[config.mk]
export PLATFORM = sky130hd
export DESIGN_NAME = pc_reg
export DESIGN_NICKNAME = d
export VERILOG_FILES = /design/src/rtl/pc_reg.sv
export SDC_FILE = /design/constraint.sdc
export NUM_CORES = 1
export LEC_CHECK = 0
export ABC_AREA = 0
export CORE_ASPECT_RATIO = 1.25
export CORE_MARGIN = 4
export CORE_UTILIZATION = 46
export DETAILED_ROUTE_END_ITERATION = 6
export DONT_BUFFER_PORTS = 1
export GPL_TIMING_DRIVEN = 1
export PLACE_DENSITY = 0.6
export REMOVE_ABC_BUFFERS = 1
export SETUP_SLACK_MARGIN = 0.05
export SLEW_MARGIN = 5
export SYNTH_ARGS = -nofsm -noshare
export SYNTH_HDL_FRONTEND = slang
export SYNTH_SLANG_ARGS = --single-unit
[constraint.sdc]
create_clock -name clk -period 2.75 [get_ports clk]
set_input_delay 0.825 -clock clk [delete_from_list [all_inputs] [get_ports clk]]
set_output_delay 0.825 -clock clk [all_outputs]
set_load 0.01 [all_outputs]
[src/rtl/pc_reg.sv]
// pc_reg: fetch-stage program counter that steps sequentially or loads a redirect target
module pc_reg #(
    parameter logic [31:0] RESET_PC = 32'h0000_0000,
    parameter logic [31:0] PC_STEP  = 32'h0000_0004
) (
    input  logic        clk,
    input  logic        rst_,
    input  logic        jump_flag_i,
    input  logic [31:0] jump_addr_i,
    output logic [31:0] pc_o
);
    always_ff @(posedge clk)
        pc_o <= !rst_ ? RESET_PC : jump_flag_i ? jump_addr_i : pc_o + PC_STEP;
endmodule

==> results.ini <==
[synth]
ys_ff_latch = 32
async_flop_share = 0
synth_edf_count = 0
syn_area_sq_um = 1670
synth_top_family_by_area = simple AND/OR/NAND/NOR gates
synth_mux_area_frac = 0.0299
synth-xor-area-share = 0.0419
synth_area_per_cell_sq_um = 8.17
yosys.area_share.simple = 0.246
synthAdderAreaFrac = 0.00747
synth_seq_area_share = 0.383
synth_cell_types = 27
synthFlopType = dfxtp_1
synth_warnings = 0
synth_compound_area_frac = 0.241
synth_cells = 205

[placed_design]
io_buffers = 0
finalWeightedCongestion = 0.751
dp_hpwl_microns = 3170
placed_cell_area_sq_um = 1670

[timing]
finalSetupViolCount = 0
fin_setup_tns_ns = 0
maxSlewHeadroom = 0.655
rsz0062_at_grt = no
tightest_slew_ns = 0.518
fmax_mhz = 425
hold_viol_final = 0
final_max_slew_viol_count = 0
fin_skew_ns = 0.00691
fin_crit_sh = 0.856
fin_crit_ns = 2.36
timing.hold.ws_ns = 0.571

[routing]
drtIter0Drc = 53
drtAntennaViolNets = 0
met2WireLength_microns = 2270
drc = 0
wire_per_inst_microns = 18.2
wl_microns = 4340
met1Wirelength_microns = 1580
met3_wirelength_microns = 440
vias_per_cell = 6.65
top_layer = met4
num_vias = 1583
first_pass_iters = 4

[finish]
antenna_cells = 0
regArea_sq_um = 641
multiInputGateArea_sq_um = 948
area_delta_synth_final_pct = 4.48
n_fill_cell = 348
regMostFlops = pc_o
drive_above_1_share = 0.0452
fin_nets = 235
final_core_util = 0.498
reg.largest.list = pc_o: 32 flops
largest_register_ffs = 32
final_area_sq_um = 1750

[clocking]
cts_max_level = 2
cts_tree = built
cts_resized = 0
cts_hold_buffers = 0
cts_root_buf = clkbuf_8
post_cts_buffers = 0
clock-sinks = 32
clockBufferDepth = 2
numCtsBuffers = 5
insertion_delay_ns = 0.28
clkTransAtPathRegs_ns = 0.07

[grt]
grt_first_pass_wirelength_microns = 6840
grt_max_degree = 38
antenna_found_initial = 0
grt_use_total = 0.195
overflow = 0
grt_pass1_vias = 1551

[floorplan]
die_w_microns = 62.0
row_count = 24
dieArea_sq_um = 4670
start_util = 0.476
io_pins = 67
core_sq_um = 3510
die_h_microns = 75.5

[critical_path]
worst_ep_required_time_ns = 2.96
cp_slowest_stage_delay_ns = 0.70
worstSetupPathType = reg -> reg
crit_family = simple AND/OR/NAND/NOR gates
worstPathBufferInverterCount = 0
crit_top_cell = or4_1
path_max_fanout = 17
arrival_ns = 2.56
slowest_stage = or4_1
crit_path_cell_trace = ha_1 -> nand2_1 -> or4_1 -> or4_1 -> a31oi_1
cp-start-kind = flop
worstSetupEndpointType = flop

[outcome]
status = finished clean

[flow_run]
drv_cap = 0

[power]
leakage_nw = 0.543
vdd_drop_max_v = 0.000416
cellPowerDensity_nw_per_um2 = 556

[worst_hold_path]
min_path_type = reg -> reg

==> power by group <==
group          leakage [nW]  switching (mW)  internal (mW)  total [mW]
registers             0.266          0.0639          0.497       0.560
clock network        0.0410           0.161          0.172       0.333
logic                 0.236          0.0430         0.0364      0.0794
total                 0.543           0.268          0.705       0.973
==> worst register-to-register path, cell delays in order, from the launching register on <==
cell,delay [ns]
dfxtp_1,0.45
ha_1,0.25
nand2_1,0.14
or4_1,0.70
or4_1,0.56
a31oi_1,0.18
==> cell families after synthesis <==
group           after synthesis
fa+ha+maj                     1
simple gates                 70
mux                           5
buf+inv                      21
compound gates               68
xor+xnor                      8
flops                        32
==> path summary, 6_finish.rpt <==
path / startpoint / end / slack (ns) / cells past startpoint
hold reg to reg: pc_o[0]$_SDFFE_PN0P_ / pc_o[0]$_SDFFE_PN0P_ / 0.57 / 2
setup / recovery: pc_o[2]$_SDFF_PN0_ / pc_o[22]$_SDFF_PN0_ / 0.39 / 5
setup reg to reg: pc_o[2]$_SDFF_PN0_ / pc_o[22]$_SDFF_PN0_ / 0.39 / 5
hold / removal: pc_o[0]$_SDFFE_PN0P_ / pc_o[0]$_SDFFE_PN0P_ / 0.57 / 2
==> cell usage in the layout, fill, tap and decap left out <==
cell / n
a32oi_1: 1
nand3_1: 7
nand4_4: 1
ha_1: 1
a31oi_1: 14
xnor2_1: 8
a21oi_1: 7
a311oi_1: 4
nor2_1: 14
a211oi_1: 2
mux2i_1: 5
buf_4: 1
or4_1: 13
clkbuf_1: 1
clkinv_2: 1
dfxtp_1: 32
nand3_2: 1
inv_1: 7
and3_1: 3
nand4_1: 8
nand2_1: 7
or3_1: 10
clkbuf_8: 5
and4_1: 2
o31ai_1: 9
nor3_1: 4
o21ai_0: 31
==> cell usage after synthesis, types with 8 or more instances <==
master	n	area (sq um)
nand4_1	8	50.1
dfxtp_1	32	641
o31ai_1	9	67.6
a31oi_1	14	87.6
o21ai_0	31	155
clkbuf_1	10	37.5
xnor2_1	8	70.1
or4_1	13	97.6
nor2_1	14	52.6
or3_1	10	62.6
==> metal layers <==
layer  up-vias  track usage
li1        768            -
met1       735        0.195
met2        75        0.349
met3         5       0.0864
met4         0       0.0731
met5         -            0
==> layout make-up <==
cell class | instances | area share
clock inverter | 1 | 0.00286
sequential | 32 | 0.366
tap | 39 | 0.0279
inverter | 7 | 0.0150
multi-input combinational | 152 | 0.542
clock buffer | 6 | 0.0415
timing repair buffer | 1 | 0.00429
==> through the flow <==
stage	power, mW	instances	setup WS (ns)
after floorplan	0.621	191	0.474
after global placement	0.645	231	0.478
after detailed placement	0.651	231	0.367
after CTS	0.988	238	0.351
after global routing	1.02	238	0.243
final	0.973	238	0.395
Note: power is estimated with default switching activity, not from simulation.
